File: src/rtl/ternary_pkg.sv
// Shared trit encodings, FSM state type and per-trit helpers for the
// balanced-ternary datapath.
package ternary_pkg;

  localparam logic [1:0] T_ZERO = 2'b00;
  localparam logic [1:0] T_POS  = 2'b01;
  localparam logic [1:0] T_NEG  = 2'b10;
  localparam logic [1:0] T_BAD  = 2'b11;

  typedef enum logic [1:0] {
    IDLE = 2'd0,
    RUN  = 2'd1,
    DONE = 2'd2
  } state_e;

  // The illegal code is passed through unchanged so it is still flagged downstream.
  function automatic logic [1:0] trit_neg(input logic [1:0] t);
    case (t)
      T_POS:   return T_NEG;
      T_NEG:   return T_POS;
      default: return t;
    endcase
  endfunction

  // 3-bit two's complement value of a trit; the illegal code reads as zero.
  function automatic logic [2:0] trit_val(input logic [1:0] t);
    case (t)
      T_POS:   return 3'b001;
      T_NEG:   return 3'b111;
      default: return 3'b000;
    endcase
  endfunction

endpackage

File: src/rtl/ternary_trit_full_add.sv
// Single balanced-ternary full adder: s + 3*cout = a + b + cin, plus an
// illegal-code detect on the two operand trits.
module ternary_trit_full_add
  import ternary_pkg::*;
(
  input  logic [1:0] a_i,
  input  logic [1:0] b_i,
  input  logic [1:0] cin_i,
  output logic [1:0] s_o,
  output logic [1:0] cout_o,
  output logic       bad_o
);

  logic [2:0] tot;

  assign tot   = trit_val(a_i) + trit_val(b_i) + trit_val(cin_i);
  assign bad_o = (a_i == T_BAD) || (b_i == T_BAD);

  // tot is two's complement in [-3, 3]
  always_comb begin
    s_o    = T_ZERO;
    cout_o = T_ZERO;
    case (tot)
      3'b101: begin s_o = T_ZERO; cout_o = T_NEG;  end
      3'b110: begin s_o = T_POS;  cout_o = T_NEG;  end
      3'b111: begin s_o = T_NEG;  cout_o = T_ZERO; end
      3'b001: begin s_o = T_POS;  cout_o = T_ZERO; end
      3'b010: begin s_o = T_NEG;  cout_o = T_POS;  end
      3'b011: begin s_o = T_ZERO; cout_o = T_POS;  end
      default: begin s_o = T_ZERO; cout_o = T_ZERO; end
    endcase
  end

endmodule

File: src/rtl/ternary_serial_addsub.sv
// Multi-cycle balanced-ternary adder/subtractor resolving TRITS_PER_CYCLE
// trits per clock, with valid/ready handshakes on both sides.
module ternary_serial_addsub
  import ternary_pkg::*;
#(
  parameter int N_TRITS         = 8,
  parameter int TRITS_PER_CYCLE = 2
) (
  input  logic                   clk,
  input  logic                   rst,
  input  logic                   in_valid,
  output logic                   in_ready,
  input  logic [2*N_TRITS-1:0]   a,
  input  logic [2*N_TRITS-1:0]   b,
  input  logic                   op,
  output logic                   out_valid,
  input  logic                   out_ready,
  output logic [2*N_TRITS-1:0]   sum,
  output logic [1:0]             carry_out,
  output logic                   illegal
);

  // Handshake: a transfer happens on an edge where valid and ready are both
  // high; valid never waits on ready, and a held result stays stable.

  localparam int W  = 2 * N_TRITS;
  localparam int SW = 2 * TRITS_PER_CYCLE;
  localparam int NC = N_TRITS / TRITS_PER_CYCLE;
  localparam int CW = (NC > 1) ? $clog2(NC) : 1;
  localparam logic [CW-1:0] LAST = CW'(NC - 1);

  if ((TRITS_PER_CYCLE < 1) || (N_TRITS % TRITS_PER_CYCLE != 0)) begin : g_bad_cfg
    $error("TRITS_PER_CYCLE must be >= 1 and divide N_TRITS");
  end

  state_e          state_q;
  logic [W-1:0]    a_q, b_q, acc_q, sum_q;
  logic [1:0]      carry_q, carry_out_q;
  logic            bad_q, illegal_q, out_valid_q;
  logic [CW-1:0]   cnt_q;

  logic [W-1:0]    b_neg;
  logic [SW-1:0]   step_sum;
  logic [TRITS_PER_CYCLE-1:0] step_bad_v;
  logic [1:0]      chain [TRITS_PER_CYCLE+1];
  logic [W+SW-1:0] acc_cat;
  logic [W-1:0]    acc_d;
  logic            step_bad;

  always_comb begin
    b_neg = '0;
    for (int i = 0; i < N_TRITS; i++) begin
      b_neg[2*i+:2] = trit_neg(b[2*i+:2]);
    end
  end

  assign chain[0] = carry_q;

  for (genvar i = 0; i < TRITS_PER_CYCLE; i++) begin : g_stage
    ternary_trit_full_add u_fa (
      .a_i    (a_q[2*i+:2]),
      .b_i    (b_q[2*i+:2]),
      .cin_i  (chain[i]),
      .s_o    (step_sum[2*i+:2]),
      .cout_o (chain[i+1]),
      .bad_o  (step_bad_v[i])
    );
  end

  // New digits enter at the top so the first-resolved trit lands at bit 0.
  assign acc_cat  = {step_sum, acc_q};
  assign acc_d    = acc_cat[W+SW-1:SW];
  assign step_bad = |step_bad_v;

  assign in_ready  = (state_q == IDLE) && !rst;
  assign out_valid = out_valid_q;
  assign sum       = sum_q;
  assign carry_out = carry_out_q;
  assign illegal   = illegal_q;

  always_ff @(posedge clk) begin
    if (rst) begin
      state_q     <= IDLE;
      a_q         <= '0;
      b_q         <= '0;
      acc_q       <= '0;
      sum_q       <= '0;
      carry_q     <= T_ZERO;
      carry_out_q <= T_ZERO;
      bad_q       <= 1'b0;
      illegal_q   <= 1'b0;
      out_valid_q <= 1'b0;
      cnt_q       <= '0;
    end else begin
      case (state_q)
        IDLE: begin
          if (in_valid && in_ready) begin
            a_q     <= a;
            b_q     <= op ? b_neg : b;
            acc_q   <= '0;
            carry_q <= T_ZERO;
            bad_q   <= 1'b0;
            cnt_q   <= '0;
            state_q <= RUN;
          end
        end
        RUN: begin
          a_q     <= a_q >> SW;
          b_q     <= b_q >> SW;
          acc_q   <= acc_d;
          carry_q <= chain[TRITS_PER_CYCLE];
          bad_q   <= bad_q | step_bad;
          cnt_q   <= cnt_q + 1'b1;
          if (cnt_q == LAST) begin
            sum_q       <= acc_d;
            carry_out_q <= chain[TRITS_PER_CYCLE];
            illegal_q   <= bad_q | step_bad;
            out_valid_q <= 1'b1;
            state_q     <= DONE;
          end
        end
        DONE: begin
          if (out_ready) begin
            out_valid_q <= 1'b0;
            state_q     <= IDLE;
          end
        end
        default: begin
          out_valid_q <= 1'b0;
          state_q     <= IDLE;
        end
      endcase
    end
  end

endmodule

File: config.mk
export PLATFORM = sky130hd
export DESIGN_NAME = ternary_serial_addsub
export DESIGN_NICKNAME = d
export VERILOG_FILES = /design/src/rtl/ternary_pkg.sv /design/src/rtl/ternary_trit_full_add.sv /design/src/rtl/ternary_serial_addsub.sv
export SDC_FILE = /design/constraint.sdc
export NUM_CORES = 1
export LEC_CHECK = 0
export CORE_ASPECT_RATIO = 1.2
export CORE_MARGIN = 2
export CORE_UTILIZATION = 28
export DETAILED_ROUTE_END_ITERATION = 16
export RECOVER_POWER = 100
export SLEW_MARGIN = 15
export SYNTH_ARGS = -nofsm -noshare
export SYNTH_HDL_FRONTEND = slang
export SYNTH_SLANG_ARGS = --single-unit
File: constraint.sdc
create_clock -name clk -period 5.7 [get_ports clk]
set_input_delay 0.855 -clock clk [delete_from_list [all_inputs] [get_ports clk]]
set_output_delay 0.855 -clock clk [all_outputs]
set_load 0.005 [all_outputs]
# After elaboration in Yosys (flattened, before gate mapping)
# Index checks and enable logic that the tools add are counted.
[word_totals]
regBits = 75
in_bits = 37
output_inout_bits = 21
elab_cells = 125
[op_classes]
addsub = 5
eq_ne = 50
n_mux = 37
bitwise = 2
reduce_logical = 20
[ops]
columns = ["operator", "n"]
rows = [
  ["$pmux W16 S2", 3],
  ["$mux W16", 4],
  ["$pmux W2 S2", 14],
  ["$eq A2 B2 Y1 const B", 20],
  ["$pmux W3 S2", 6],
  ["$eq A2 B1 Y1 const B", 15],
  ["$eq A3 B3 Y1 const B", 6],
  ["$reduce_or A2 Y1", 9],
  ["$add A3 B3 Y3", 4],
  ["$eq A3 B2 Y1 const B", 4],
  ["$mux W2", 4],
  ["$eq A3 B1 Y1 const B", 2],
  ["$pmux W2 S3", 1],
  ["$reduce_and A3 Y1", 2],
  ["$ne A2 B2 Y1 const B", 2],
  ["$reduce_and A2 Y1", 2],
  ["$mux W1", 3],
  ["$pmux W1 S3", 1],
  ["$add A2 B1 Y2 const B", 1],
  ["$logic_and A1 B1 Y1", 2],
  ["$logic_not A2 Y1", 1],
  ["$logic_or A1 B1 Y1", 2],
  ["$ne A2 B1 Y1 const B", 1],
  ["$pmux W1 S2", 1],
  ["other kinds (4)", 4],
]

# Logic depth before layout (Yosys ltp)
[logic_depth]
depth_word = 14
ltp_mapped = 15
depth_no_buf = 15

# Hierarchy
# From an unflattened synthesis, not the netlist that was laid out.
[hier_totals]
cells_unflattened = 407
hier_area_um2 = 3452.1
[modules_own_cells]
columns = ["module", "instances", "cells_per_inst", "area_per_inst_um2", "seq_area_each_um2"]
rows = [
  ["ternary_serial_addsub", 1, 357, 3006.6, 1421.4],
  ["ternary_trit_full_add", 2, 25, 222.7, 0.0],
]

# Worst setup path after synthesis
# Ideal clock, no wire load.
[synth_timing]
path_type = "flip-flop to flip-flop"
from = "reg carry_q[0]"
to = "reg acc_q[15]"
setup_time_ps = 117
arrival_time_ps = 3530
required_ps = 5583
slack_ps = 2053
path_stages_with_launch = 15
n_path_buf = 0
synth_period_minus_slack_ps = 3647
cell_sequence = "dfxtp_1 -> inv_1 -> ha_1 -> inv_1 -> fa_1 -> inv_1 -> ha_1 -> xnor3_2 -> nand2_1 -> ha_1 -> fa_1 -> ha_1 -> xnor3_1 -> xnor2_1 -> a32o_1"
[synth_between]
elab_chain_len = 13
word_cells_on_any_way = 23
cone_classes = "add/sub: 2; eq/ne: 12; mux: 5; reduce/logical: 4"
[synth_rtl]
columns = ["item", "line_no", "rtl"]
rows = [
  ["start, declared", "ternary_serial_addsub.sv:38", "logic [1:0] carry_q, carry_out_q;"],
  ["start signal, assigned", "ternary_serial_addsub.sv:111", "carry_q <= chain[TRITS_PER_CYCLE];"],
  ["$eq A2 B2 Y1 / $eq A2 B1 Y1 (equally long branches)", "ternary_pkg.sv:27", "case (t)"],
  ["$pmux W3 S2 *", "ternary_pkg.sv:27", ""],
  ["$add A3 B3 Y3 *", "ternary_trit_full_add.sv:16", "assign tot = trit_val(a_i) + trit_val(b_i) + trit_val(cin_i);"],
  ["$eq A3 B2 Y1 / $eq A3 B3 Y1 (equally long branches)", "ternary_trit_full_add.sv:23", "case (tot)"],
  ["$reduce_or A2 Y1 (no source line)", "-", ""],
  ["$pmux W2 S2 *", "ternary_trit_full_add.sv:23", ""],
  ["$eq A2 B2 Y1 / $eq A2 B1 Y1 (equally long branches)", "ternary_pkg.sv:27", ""],
  ["$pmux W3 S2 *", "ternary_pkg.sv:27", ""],
  ["$add A3 B3 Y3 *", "ternary_trit_full_add.sv:16", ""],
  ["$eq A3 B3 Y1, or another cell as far along", "ternary_trit_full_add.sv:23", ""],
  ["$reduce_or A2 Y1 (no source line)", "-", ""],
  ["$pmux W2 S2 *", "ternary_trit_full_add.sv:23", ""],
  ["$pmux W16 S2 *", "ternary_serial_addsub.sv:95", "case (state_q)"],
  ["end signal, assigned", "ternary_serial_addsub.sv:86", "acc_q <= '0;"],
  ["end signal, assigned", "ternary_serial_addsub.sv:100", "acc_q <= '0;"],
  ["end signal, assigned", "ternary_serial_addsub.sv:110", "acc_q <= acc_d;"],
  ["end, declared", "ternary_serial_addsub.sv:37", "logic [W-1:0] a_q, b_q, acc_q, sum_q;"],
]
# Mark *: on every way between the ends. The rest lies on a longest branch, timed or not.
# A chain may end at the register's enable or synchronous reset.

# Final worst setup path
[layout_timing]
from = "reg b_q[0]"
to = "reg acc_q[15]"
[layout_between]
elab_chain_len = 14
word_cells_on_any_way = 24
cone_classes = "add/sub: 3; eq/ne: 12; mux: 5; reduce/logical: 4"
[layout_rtl]
columns = ["item", "line_no", "rtl"]
rows = [
  ["start, declared", "ternary_serial_addsub.sv:37", ""],
  ["start signal, assigned", "ternary_serial_addsub.sv:99", "b_q <= op ? b_neg : b;"],
  ["start signal, assigned", "ternary_serial_addsub.sv:109", "b_q <= b_q >> SW;"],
  ["$eq A2 B2 Y1 / $eq A2 B1 Y1 (equally long branches)", "ternary_pkg.sv:27", ""],
  ["$pmux W3 S2 *", "ternary_pkg.sv:27", ""],
  ["$add A3 B3 Y3 * (2 in series)", "ternary_trit_full_add.sv:16", ""],
  ["$eq A3 B2 Y1 / $eq A3 B3 Y1 (equally long branches)", "ternary_trit_full_add.sv:23", ""],
  ["$reduce_or A2 Y1 (no source line)", "-", ""],
  ["$pmux W2 S2 *", "ternary_trit_full_add.sv:23", ""],
  ["$eq A2 B2 Y1 / $eq A2 B1 Y1 (equally long branches)", "ternary_pkg.sv:27", ""],
  ["$pmux W3 S2 *", "ternary_pkg.sv:27", ""],
  ["$add A3 B3 Y3 *", "ternary_trit_full_add.sv:16", ""],
  ["$eq A3 B3 Y1, or another cell as far along", "ternary_trit_full_add.sv:23", ""],
  ["$reduce_or A2 Y1 (no source line)", "-", ""],
  ["$pmux W2 S2 *", "ternary_trit_full_add.sv:23", ""],
  ["$pmux W16 S2 *", "ternary_serial_addsub.sv:95", ""],
]
# Marked as above.

==> reports/qor.csv <==
metric,value,unit
CP endpoint kind,flip-flop,
via count,2780,
xor/xnor share of the synthesized area,2.12,%
# Post-CTS Setup Buffers,0,
largest net degree at the start of global routing,73,
clk sinks,71,
multi-input combinational cell area,0.00171,sq mm
Clock Pin Slew Worst Setup and Hold Paths,0.05,ns
fin. max-slew vios,37,
register area share after synthesis,41.5,%
Post-Synth Simple-Gate Area,18.2,%
Worst slew margin,-2.04,%
mux contribution to synthesized area,5.74,%
Max VDD drop,0.161,mV
Finished Layout Cells,582,
Synth Area in Compound Gates,17.3,%
first-pass GRT wire length,12400,um
gpl congestion,0.788,
DRC,0,
Die W,105,um
endpoints failing setup,0,
DIE AREA,0.0131,sq mm
yosys warns,0,
initial antenna violation count,0,
Post-CTS Hold Buffers,0,
post-synth cell types,43,
H-tree depth,3,
MaxCap Viol Count,1,
Die Ht,125,um
DRT Pass-1 Iters,5,
hold_ws,0.448,ns
worst-margin pin slew,1.53,ns
RSZ-0062 raised after global routing,false,
drt via density,4.78,
CP startpoint kind,flip-flop,
wire length after detailed routing,7690,um
Tot GR Track Use,11.7,%
I/O Pins,58,
CP max FO,8,
Placed Cells,566,
Mapped Cells,378,
Root Driver,clkbuf_16,
share of layout cells above drive strength 1,9.03,%
Fillers,1292,
PortBufs,57,
async set or reset register ratio after synthesis,0,%
Worst Path Required,5.91,ns
Core Area,0.0120,sq mm
status,"complete, but fails checks",
Post-synth EDFFs,0,
Ant. Diodes,0,
Fmax,0.254,GHz
Hold WC Path Type,flip-flop to flip-flop,
Synth Flop Type,dfxtp_1,
critical path class,flip-flop to flip-flop,
Power Density,312,mW/mm^2
Fin. Hold Viols,0,
Rows,44,
clock buffer depth,2,
Tmin final,3.93,ns
netlist area before placement,0.00342,sq mm
clk_lat worst skew,0.33,ns
final worst-path cycle share,69.0,%
number of synthesized register bits,71,
dpl hpwl,5070,um
routed wire length per instance,13.2,um
total power,0.00134,W
grt total ovfl,0,
failing checks,"max-capacitance violations, max-slew violations",
Worst Path Arrival,4.14,ns
Starting Density,28.5,%
drt first-iter violations,82,
Setup Skew,0.00661,ns
leakage power,1.58,nW
register area,0.00142,sq mm
Adder-Cell Fraction of Synth Area,7.09,%
net count after synthesis,432,
syn avg cell area,9.05,sq um
post-CTS sizing,0,
Setup TNS Final,0,ns
area grow syn2layout,25.6,%
main combinational cell family by area after synthesis,simple AND/OR/NAND/NOR gates,
Nets,470,
flop-to-flop setup slack,1.77,ns
Num CTS Buffers,9,
vias in the first global route,2582,
DRT antenna net count,0,
CTS tree,done,
-- cells in the final DEF (no fill, tap or decap), drive strengths merged, types with 12 or more instances in the layout --
cell type       n
dfxtp          71
a21oi          58
nand2          45
nand3          39
clkdlybuf4s50  34
a22oi          23
dlygate4sd3    22
inv            13
ha             13
mux2           13
clkbuf         12
-- layout make-up --
class	count	area share, %
clock buffers	11	5.88
clock inverters	5	1.86
inverters	13	1.14
multi-input cells	261	39.8
flip-flops and latches	71	33.1
well taps	161	4.69
repair buffers	60	13.6
-- through the flow --
stage | cell area, sq um | setup slack [ns] | util (%)
floorplan | 3420 | 2.05 | -
detailed placement | 3990 | 1.82 | 33.2
global route | 4300 | 1.60 | 35.8
finish | 4300 | 1.77 | 35.8
CTS | 4320 | 1.81 | 36.0
global placement | 3990 | 1.95 | 33.2
-- critical path, cell delays in order (launching register included) --
cell and delay, ns:
dfxtp_1 0.35, inv_1 0.05, ha_1 0.18, inv_1 0.07
fa_1 0.45, inv_1 0.08, ha_1 0.14, xnor3_1 0.50
a21oi_1 0.21, ha_1 0.28, fa_1 0.41, inv_1 0.07
ha_1 0.16, xnor3_1 0.44, xnor2_1 0.18, a32o_1 0.25
-- sequential cells by signal (all words and copies together), names as in the netlist --
signal and flops:
b_q 16, acc_q 12, carry_out 2, carry_q 2, illegal 1, cnt_q 2, bad_q 1, state_q 2
out_valid 1, sum 16, a_q 16
-- per-layer routing --
layer  wire [um]  GRT usage, %
met5           0             0
met4          71          4.94
met3         337          2.92
met2        3810          19.1
met1        3470          14.5
-- Yosys cell counts (all sizes together) (2+ instances only) --
cell type | instances | share of area (%)
nor4 | 3 | 0.55
ha | 13 | 4.8
nor3 | 6 | 0.88
inv | 13 | 1.4
or2 | 2 | 0.37
clkbuf | 15 | 2.5
buf | 18 | 4.0
nor3b | 2 | 0.44
dfxtp | 71 | 42
nand3 | 39 | 5.7
nand2 | 45 | 4.9
fa | 4 | 2.3
nand3b | 4 | 0.88
a22oi | 23 | 5.0
mux2 | 13 | 4.3
a211oi | 5 | 1.1
xnor3 | 2 | 1.4
a211o | 2 | 0.51
xnor2 | 3 | 0.77
a32o | 2 | 0.59
o21a | 2 | 0.44
nor2 | 11 | 1.3
mux2i | 5 | 1.5
nand2b | 5 | 0.91
a21oi | 58 | 8.5
-- final timing paths --
| path | startpoint | endpoint | cells past startpoint |
|---|---|---|---|
| min | sum[10]$_SDFFE_PP0P_ | sum[10]$_SDFFE_PP0P_ | 2 |
| max | b_q[0]$_SDFFE_PP0P_ | acc_q[15]$_SDFFE_PP0P_ | 15 |
| min reg2reg | sum[10]$_SDFFE_PP0P_ | sum[10]$_SDFFE_PP0P_ | 2 |
| max reg2reg | b_q[0]$_SDFFE_PP0P_ | acc_q[15]$_SDFFE_PP0P_ | 15 |
-- kinds of logic (layout without fill, tap and decap cells) --
group                    Yosys count  in the layout
AND/OR/NAND/NOR                  124            124
multiplexers                      18             18
buffers and inverters             46             89
XOR/XNOR                           5              5
AO/OA/AOI/OAI                     97             97
adder cells (fa/ha/maj)           17             17
flip-flops                        71             71
-- where the power goes --
part	total, W	internal, W	switching [W]	leakage [nW]
clock	0.000609	0.000406	0.000203	0.158
combinational	0.000205	0.0000955	0.000109	0.848
sequential	0.000526	0.000514	0.0000116	0.576
total	0.00134	0.00102	0.000324	1.58
Note: power is estimated with default switching activity, not from simulation.
